<file path="src/rtl/rx_if.sv">
// Byte-delivery handshake between the serial receiver and its consumer.
interface rx_if;
  logic [7:0] data_out;
  logic       data_valid;
  logic       data_ready;
  logic       parity_err;
  logic       frame_err;

  // Receiver side drives the byte and status; consumer drives ready.
  modport master (
    output data_out,
    output data_valid,
    output parity_err,
    output frame_err,
    input  data_ready
  );

  modport slave (
    input  data_out,
    input  data_valid,
    input  parity_err,
    input  frame_err,
    output data_ready
  );
endinterface

</file>
<file path="src/rtl/rx_module.sv">
// Serial receiver: start(0), 8 data bits LSB-first, parity, stop(1) on an idle-high line.
// Each received byte is offered on a valid/ready interface with parity and framing
// status; a frame completing while the previous byte is still unaccepted is dropped
// and flagged by the sticky overrun output.
module rx_module #(
  parameter int unsigned CLKS_PER_BIT = 1,
  parameter int unsigned PARITY_ODD   = 0,
  parameter int unsigned SYNC_STAGES  = 2
) (
  input  logic clk_i,
  input  logic reset_i,
  input  logic rx_i,
  rx_if.master bus,
  output logic overrun_o,
  output logic busy_o
);

  localparam int unsigned Half = CLKS_PER_BIT / 2;
  localparam int unsigned CntW = (CLKS_PER_BIT > 1) ? $clog2(CLKS_PER_BIT) : 1;
  localparam logic [CntW-1:0] CntHalf = CntW'(Half);
  localparam logic [CntW-1:0] CntLast = CntW'(CLKS_PER_BIT - 1);
  localparam logic [CntW-1:0] CntOne  = CntW'(1);
  localparam logic            ParOdd  = (PARITY_ODD != 0);

  typedef enum logic [2:0] {
    StIdle,
    StStart,
    StData,
    StParity,
    StStop,
    StBreak
  } state_e;

  logic [SYNC_STAGES-1:0] sync_q;
  logic                   rs;

  state_e          state_q;
  logic [CntW-1:0] cnt_q;
  logic [2:0]      bit_idx_q;
  logic [7:0]      shift_q;
  logic            frame_perr_q;
  logic [7:0]      data_q;
  logic            valid_q;
  logic            perr_q;
  logic            ferr_q;
  logic            overrun_q;
  logic            busy_q;

  // Input synchronizer; preset to the idle level so reset never looks like a start bit.
  always_ff @(posedge clk_i) begin
    if (reset_i) begin
      sync_q <= '1;
    end else begin
      sync_q <= SYNC_STAGES'({sync_q, rx_i});
    end
  end

  assign rs = sync_q[SYNC_STAGES-1];

  // Receive FSM, bit timing, shift register and output handshake.
  always_ff @(posedge clk_i) begin
    if (reset_i) begin
      state_q      <= StIdle;
      cnt_q        <= '0;
      bit_idx_q    <= '0;
      shift_q      <= '0;
      frame_perr_q <= 1'b0;
      data_q       <= '0;
      valid_q      <= 1'b0;
      perr_q       <= 1'b0;
      ferr_q       <= 1'b0;
      overrun_q    <= 1'b0;
      busy_q       <= 1'b0;
    end else begin
      // An accepting handshake; a delivery below in the same cycle overrides valid_q.
      if (valid_q && bus.data_ready) begin
        valid_q   <= 1'b0;
        overrun_q <= 1'b0;
      end

      unique case (state_q)
        StIdle: begin
          // Detection cycle is counter 0 of the start bit.
          if (!rs) begin
            busy_q    <= 1'b1;
            bit_idx_q <= '0;
            if (CLKS_PER_BIT == 1) begin
              // Single-cycle bits: the detection cycle is also the mid-bit check.
              state_q <= StData;
              cnt_q   <= '0;
            end else begin
              state_q <= StStart;
              cnt_q   <= CntOne;
            end
          end
        end

        StStart: begin
          if (cnt_q == CntHalf && rs) begin
            // Too short to be a start bit.
            state_q <= StIdle;
            busy_q  <= 1'b0;
            cnt_q   <= '0;
          end else if (cnt_q == CntLast) begin
            state_q <= StData;
            cnt_q   <= '0;
          end else begin
            cnt_q <= cnt_q + CntOne;
          end
        end

        StData: begin
          if (cnt_q == CntHalf) begin
            shift_q <= {rs, shift_q[7:1]};
          end
          if (cnt_q == CntLast) begin
            cnt_q     <= '0;
            bit_idx_q <= bit_idx_q + 3'd1;
            if (bit_idx_q == 3'd7) begin
              state_q <= StParity;
            end
          end else begin
            cnt_q <= cnt_q + CntOne;
          end
        end

        StParity: begin
          if (cnt_q == CntHalf) begin
            frame_perr_q <= ^shift_q ^ rs ^ ParOdd;
          end
          if (cnt_q == CntLast) begin
            state_q <= StStop;
            cnt_q   <= '0;
          end else begin
            cnt_q <= cnt_q + CntOne;
          end
        end

        StStop: begin
          if (cnt_q == CntHalf) begin
            // Finish at mid-stop so a following start bit is not missed.
            cnt_q <= '0;
            if (rs) begin
              state_q <= StIdle;
              busy_q  <= 1'b0;
            end else begin
              state_q <= StBreak;
            end
            if (!valid_q || bus.data_ready) begin
              data_q  <= shift_q;
              perr_q  <= frame_perr_q;
              ferr_q  <= !rs;
              valid_q <= 1'b1;
            end else begin
              overrun_q <= 1'b1;
            end
          end else begin
            cnt_q <= cnt_q + CntOne;
          end
        end

        StBreak: begin
          // Line held low past the stop bit: ignore it until it returns high.
          if (rs) begin
            state_q <= StIdle;
            busy_q  <= 1'b0;
          end
        end

        default: begin
          state_q <= StIdle;
          busy_q  <= 1'b0;
          cnt_q   <= '0;
        end
      endcase
    end
  end

  assign bus.data_out   = data_q;
  assign bus.data_valid = valid_q;
  assign bus.parity_err = perr_q;
  assign bus.frame_err  = ferr_q;
  assign overrun_o      = overrun_q;
  assign busy_o         = busy_q;

endmodule

</file>
<file path="src/flat_wrapper.sv">
// flat-port wrapper written by rule: the top's interface ports become plain ports
module rx_module_flat 
#(
  parameter int unsigned CLKS_PER_BIT = 1,
  parameter int unsigned PARITY_ODD   = 0,
  parameter int unsigned SYNC_STAGES  = 2
)
  (clk_i, reset_i, rx_i, overrun_o, busy_o, bus_data_out, bus_data_valid, bus_parity_err, bus_frame_err, bus_data_ready);
  rx_if bus_i ();
  input  logic clk_i;
  input  logic reset_i;
  input  logic rx_i;
  output logic overrun_o;
  output logic busy_o;
  output wire logic [$bits(bus_i.data_out)-1:0] bus_data_out;
  output wire logic [$bits(bus_i.data_valid)-1:0] bus_data_valid;
  output wire logic [$bits(bus_i.parity_err)-1:0] bus_parity_err;
  output wire logic [$bits(bus_i.frame_err)-1:0] bus_frame_err;
  input wire logic [$bits(bus_i.data_ready)-1:0] bus_data_ready;
  assign bus_data_out = bus_i.data_out;
  assign bus_data_valid = bus_i.data_valid;
  assign bus_parity_err = bus_i.parity_err;
  assign bus_frame_err = bus_i.frame_err;
  assign bus_i.data_ready = bus_data_ready;
  rx_module #(.CLKS_PER_BIT(CLKS_PER_BIT), .PARITY_ODD(PARITY_ODD), .SYNC_STAGES(SYNC_STAGES)) u_core (.clk_i(clk_i), .reset_i(reset_i), .rx_i(rx_i), .bus(bus_i), .overrun_o(overrun_o), .busy_o(busy_o));
endmodule
</file>
<file path="config.mk">
export PLATFORM = sky130hd
export DESIGN_NAME = rx_module_flat
export DESIGN_NICKNAME = d
export VERILOG_FILES = /design/src/rtl/rx_if.sv /design/src/rtl/rx_module.sv /design/src/flat_wrapper.sv
export SDC_FILE = /design/constraint.sdc
export NUM_CORES = 1
export LEC_CHECK = 0
export ABC_AREA = 1
export CORE_MARGIN = 10
export CORE_UTILIZATION = 27
export CTS_BUF_LIST = sky130_fd_sc_hd__clkbuf_16
export DETAILED_ROUTE_END_ITERATION = 8
export REMOVE_ABC_BUFFERS = 1
export SLEW_MARGIN = 20
export SYNTH_ARGS = -nofsm -noshare
export SYNTH_HDL_FRONTEND = slang
export SYNTH_SLANG_ARGS = --single-unit
</file>
<file path="constraint.sdc">
create_clock -name clk_i -period 1.6 [get_ports clk_i]
set_input_delay 0.16 -clock clk_i [delete_from_list [all_inputs] [get_ports clk_i]]
set_output_delay 0.16 -clock clk_i [all_outputs]
set_load 0.005 [all_outputs]
</file>
Yosys cells after proc, flatten, opt, wreduce, memory -nomap -nowiden
Cells that the tools add are included.
{"block": "totals", "output_inout_bits": 13, "input_bits": 4, "wordCells": 79, "regBits": 31}
{"block": "classes", "n_mux": 30, "n_reduce_logical": 17, "add_sub_neg": 2, "bitwise": 4, "eq_ne": 14}
{"op": "2-to-1 mux 3 bit", "n": 11}
{"op": "case mux 3 bit (6 select lines)", "n": 1}
{"op": "2-to-1 mux 1 bit", "n": 15}
{"op": "== test 3 bit (second input constant)", "n": 3}
{"op": "inequality test 2 bit (second input constant)", "n": 4}
{"op": "XOR reduction 8 bit", "n": 1}
{"op": "AND reduction 7 bit", "n": 1}
{"op": "== test 3 x 2 -> 1 bit (second input constant)", "n": 2}
{"op": "inequality test 2 x 1 -> 1 bit (second input constant)", "n": 3}
{"op": "case mux 3 bit (2 select lines)", "n": 1}
{"op": "AND reduction 2 bit", "n": 3}
{"op": "AND reduction 3 bit", "n": 2}
{"op": "case mux 1 bit (5 select lines)", "n": 1}
{"op": "case mux 1 bit (4 select lines)", "n": 1}
{"op": "AND reduction 4 bit", "n": 1}
{"op": "adder 3 x 1 -> 3 bit (second input constant)", "n": 1}
{"op": "== test 3 x 1 -> 1 bit (second input constant)", "n": 1}
{"op": "logical NOT 3 bit", "n": 1}
{"op": "inequality test 3 bit (second input constant)", "n": 1}
{"op": "inverter 1 bit", "n": 3}
{"op": "OR reduction 3 bit", "n": 1}
{"op": "logical AND 1 bit", "n": 2}
{"op": "logical NOT 1 bit", "n": 2}
{"op": "nonzero test 2 bit", "n": 1}
{"op": "other kinds (4)", "n": 4}

Depth between registers and ports, before layout
{"block": "depth", "ltp_word": 5, "ltp_mapped": 11, "ltp_nobuf": 11}

Worst setup path before layout
Ideal clock, no wire load.
{"block": "synth_path", "path_kind": "reg-to-reg", "start": "register u_core.state_q[0]", "end": "register u_core.state_q[1]", "path_stages_with_launch": 8, "path_buffers": 0, "setup_time_ns": 0.131, "arrival_time_ns": 0.941, "synth_period_minus_slack_ns": 1.072, "t_required_ns": 1.469, "setup_slack_ns": 0.528, "cell_sequence": "dfxtp_1 inv_1 nand2_2 nor2_1 nand2_1 and2_4 a21oi_1 nor2_1"}
{"block": "synth_via", "elab_chain_len": 3, "word_cells_on_any_way": 15, "cone_classes": "12 x eq/ne; 1 x mux; 2 x reduce/logical"}
{"element": "start: declaration", "line": "rx_module.sv:37", "rtl": "state_e state_q;"}
{"element": "start signal: assignment", "line": "rx_module.sv:63", "rtl": "state_q <= StIdle;"}
{"element": "start signal: assignment", "line": "rx_module.sv:89", "rtl": "state_q <= StData;"}
{"element": "start signal: assignment", "line": "rx_module.sv:92", "rtl": "state_q <= StStart;"}
{"element": "== test 3 x 1 -> 1 bit (tied with other cells)", "line": "rx_module.sv:81", "rtl": "unique case (state_q)"}
{"element": "inequality test 3 bit (no source line) (tied with other cells)"}
{"element": "AND reduction 7 bit (no source line)"}
Parallel ways exist; a longest one is shown, timed or not.
A chain may end at the register's enable or synchronous reset.

Final worst setup path
{"block": "layout_path", "start": "register u_core.valid_q (netlist: u_core.bus.data_valid)", "end": "output port bus_data_valid"}
{"element": "start: declaration", "line": "rx_module.sv:43", "rtl": "logic valid_q;"}
{"element": "start signal: assignment", "line": "rx_module.sv:69", "rtl": "valid_q <= 1'b0;"}
{"element": "start signal: assignment", "line": "rx_module.sv:77", "rtl": "valid_q <= 1'b0;"}
{"element": "start signal: assignment", "line": "rx_module.sv:153", "rtl": "valid_q <= 1'b1;"}
{"element": "end: declaration", "line": "flat_wrapper.sv:16", "rtl": "output wire logic [$bits(bus_i.data_valid)-1:0] bus_data_valid;"}
No word-level cell between the ends.

==> results.md <==
- The flow ran to the end, and the final reports show no timing, DRC or antenna violations.
- Entering global routing, the biggest net connects 20 pins.
- The total vias in the final route is 1238.
- Counting every instance in the synthesized netlist gives 193.
- In this run the critical register-to-register path is launched from u_core.state_q[2].
- The data required time of the critical path is 1.44 ns.
- Setup repair after global routing left no endpoint under its margin.
- The post-route netlist has 14.5% of its cells at a drive strength greater than 1.
- The analysis attributes to cell leakage a power of 0.734 nW.
- For this run, asynchronously set or reset flops after synthesis account for 0%.
- The core area is 0.00507 mm².
- The tool flagged a number of max-cap violations equal to 0.
- The worst min-delay path class is reg -> reg.
- 0 antenna diodes ended up in the layout.
- For this block, the initial DRC count from the detailed router was 75.
- The clock tree from TritonCTS is done.
- The maximum clock frequency is 761 MHz.
- The total of fill cells in the finished design is 579.
- In the synthesized netlist, the cells that appear most often are sky130_fd_sc_hd__nand2_1 (51), sky130_fd_sc_hd__dfxtp_1 (30), sky130_fd_sc_hd__a21oi_1 (23), sky130_fd_sc_hd__inv_1 (21), sky130_fd_sc_hd__nand3_1 (17).
- The floorplan die width is 92.1 µm.
- For this run the aggregate overflow at the end of global routing stands at 0.
- Measured in cells, the most critical reg-to-reg path has a length of 8.
- The number of antenna violations at the first check in global routing is 0.
- The largest delay contributor family on the critical path is buffers and inverters.
- The routed design has 2980 µm of wire.
- The number of failing setup endpoints in the final timing report is 0.
- In this run, post-CTS hold repair placed 0 buffers.
- After synthesis, flip-flops and latches occupy 42.8% of the total area.
- During I/O placement, the number of pins put on the boundary was 17.
- The number of synthesized flops with an enable pin is 0.
- The worst setup path is captured at a primary output.
- In this run the critical register-to-register path is captured at u_core.busy_o.
- The biggest area contributor in the post-synthesis netlist is sky130_fd_sc_hd__dfxtp_1.
- The critical path in this run is classified as reg -> out.
- Tracing the worst setup path back leads to its startpoint at u_core.bus.data_valid.
- The area growth from synthesis to layout is 25.6%.
- The count of pins over their slew limit is 0.
- The worst pin sits at a relative slew slack of 78.5%.
- The die is 92.1 µm tall.
- The largest incremental delay on the critical path is 0.52 ns.
- Of all nets on the critical path, the largest fanout is 4.
- For this configuration, the core starts out at a cell density of 27.6%.
- The tree is rooted in a sky130_fd_sc_hd__clkbuf_16.
- The mean area per synthesized cell is 7.27 µm².
- The clock period minus worst slack is 1.31 ns.
- Buffers placed on the I/O ports in this run total 16.
- The number of CTS-inserted buffers is 5.
- The worst vdd rail ir drop is 0.000578 V.
- At the pin with the least slew margin, the transition time is 0.321 ns.
- The number of rows in the core area is 26.
- The worst setup path is launched from a register.
- By instance count, the leading cell after synthesis is sky130_fd_sc_hd__nand2_1.
- The synthesized netlist occupies a cell area of 0.00140 mm².
- Yosys attributes the largest share of cell area to sky130_fd_sc_hd__dfxtp_1 (43%), sky130_fd_sc_hd__nand2_1 (14%), sky130_fd_sc_hd__a21oi_1 (8.2%), sky130_fd_sc_hd__nand3_1 (6.1%), sky130_fd_sc_hd__inv_1 (5.6%).
- The clock passes through at most 2 buffers.
- The ratio of final minimum period to clock period is 82.1%.
- Counting tap cells, the placed design contains a total of 277 instances.
- The first global-routing pass estimated 5290 µm of wire.
- The area of the die is 0.00848 mm².
- Summed over all nets, the half-perimeter wirelength after detailed placement is 2170 µm.
- The tree built by TritonCTS fans out to 30 sinks.
- At the later pin of the worst-skew pair, clock insertion delay measures 0.27 ns.
- At the end of routability-driven placement, the weighted congestion stood at 0.778.
- Clock-pin slew was measured on the worst setup and hold paths at 0.05 ns.
- The number of gates resized after CTS was 0.
- The number of hold violations in the final report was 0.
- The DRC violation count after routing is 0.
- The per-cell routed wire length is 10.5 µm.
- The total stage count of the critical path is 1.
- Together, buffers and inverters on the worst path number 1.
- The via count of the first global-routing pass is 1188.
- The setup slack on the worst flop-to-flop path is 0.29 ns.
- The sum of negative setup slack is 0 ns.
- The count of nets left with antenna violations after detail routing is 0.
- In the final design database the tool counted 220 nets.
- The destination of the critical timing path is bus_data_valid.
- The final standard cell count with taps included and fillers excluded is 284.
- Walking the worst path, the cells encountered are clkdlybuf4s50_1.
- The synthesized flop and latch total is 30.
- The number of detailed-routing iterations run before antenna repair is 4.
- Of the post-synthesis cell area, the dominant cell type holds 42.8%.
- The cell with the biggest individual delay on the critical path is sky130_fd_sc_hd__clkdlybuf4s50_1.
- The post-synthesis cell type count is 24.
- The most used flip-flop cell after synthesis is sky130_fd_sc_hd__dfxtp_1.
- The Yosys warning count is 0.
- The depth of the CTS H-tree is 2.
- The overall fraction of global-route tracks in use is 7.54%.
- After detailed routing, the number of vias per cell comes to 4.36.
- Dividing total power by cell area gives a power density of 1290 mW/mm².
- Between clock sinks in the finished design, the worst skew comes to 0.00303 ns.
- For the worst setup path, the data arrival time is 1.15 ns.
- The number of setup buffers added after CTS is 0.
==> cells by family (layout without fill, tap and decap cells) <==
family / Yosys count / after routing / synth area share, %
xor+xnor: 1 / 1 / 0.625
buf+inv: 31 / 52 / 10.5
fa+ha+maj: 2 / 2 / 1.78
flops: 30 / 30 / 42.8
compound gates: 39 / 39 / 15.3
simple gates: 90 / 90 / 29.0
==> power by group <==
group | internal [mW] | switching [mW]
registers | 0.819 | 0.0893
clock network | 0.559 | 0.302
logic | 0.203 | 0.304
total | 1.58 | 0.695
==> layout by cell type (no fill, tap or decap), types with 2 or more instances in the layout <==
master                            netlist  final
sky130_fd_sc_hd__a21oi_1               23     23
sky130_fd_sc_hd__a21oi_2                3      3
sky130_fd_sc_hd__buf_4                  0      4
sky130_fd_sc_hd__clkbuf_16              0      5
sky130_fd_sc_hd__clkdlybuf4s50_1        0     16
sky130_fd_sc_hd__clkinv_2               0      2
sky130_fd_sc_hd__dfxtp_1               30     30
sky130_fd_sc_hd__ha_1                   2      2
sky130_fd_sc_hd__inv_1                 21     21
sky130_fd_sc_hd__inv_2                  4      4
sky130_fd_sc_hd__nand2_1               51     51
sky130_fd_sc_hd__nand2_2                6      6
sky130_fd_sc_hd__nand3_1               17     17
sky130_fd_sc_hd__nor2_1                 9      9
sky130_fd_sc_hd__o21ai_0               10     10
sky130_fd_sc_hd__or2_2                  2      2
==> how the worst min path moves through the flow <==
stage	from	end	slack (ns)	cells after the start
floorplan	reset_i	u_core.bit_idx_q[1]	0.22	1
global placement	u_core.sync_q[0]	u_core.sync_q[1]	0.40	1
detailed placement	u_core.sync_q[0]	u_core.sync_q[1]	0.40	1
CTS	u_core.sync_q[0]	u_core.sync_q[1]	0.41	1
global route	u_core.sync_q[0]	u_core.sync_q[1]	0.45	1
finish	u_core.sync_q[0]	u_core.sync_q[1]	0.41	1
==> final cells by class <==
cell class	count	area [µm²]	share of cell area [%]
inverters	25	93.8	5.33
flip-flops and latches	30	601	34.1
clock inverters	2	10.0	0.568
well taps	70	87.6	4.97
clock buffers	5	125	7.10
multi-input cells	132	654	37.1
repair buffers	20	190	10.8
==> sequential cells by signal, indices dropped and copies added, names as in the netlist <==
register	flops
u_core.bit_idx_q	3
u_core.bus.data_out	8
u_core.bus.data_valid	1
u_core.bus.frame_err	1
u_core.bus.parity_err	1
u_core.busy_o	1
u_core.frame_perr_q	1
u_core.overrun_o	1
u_core.shift_q	8
u_core.state_q	3
u_core.sync_q	2
==> metrics by stage <==
| stage | power (mW) | area, µm² | setup WS (ns) | util (%) | hold WS, ns |
|---|---|---|---|---|---|
| 2_1_floorplan | 1.29 | 1350 | 0.0185 | - | 0.222 |
| 3_3_place_gp | 1.42 | 1630 | 0.301 | 32.1 | 0.400 |
| 3_5_place_dp | 1.43 | 1630 | 0.300 | 32.1 | 0.399 |
| 4_1_cts | 2.30 | 1760 | 0.277 | 34.7 | 0.413 |
| 5_1_grt | 2.45 | 1760 | 0.130 | 34.7 | 0.446 |
| 6_report | 2.28 | 1760 | 0.286 | 34.7 | 0.410 |
==> metal layers <==
| layer | part of all wire [%] | GRT usage (%) |
|---|---|---|
| met5 | 0 | 0 |
| met4 | 0.84 | 3.47 |
| met3 | 5.5 | 3.26 |
| met2 | 41 | 10.8 |
| met1 | 53 | 9.52 |
(Power assumes the default switching activity.)
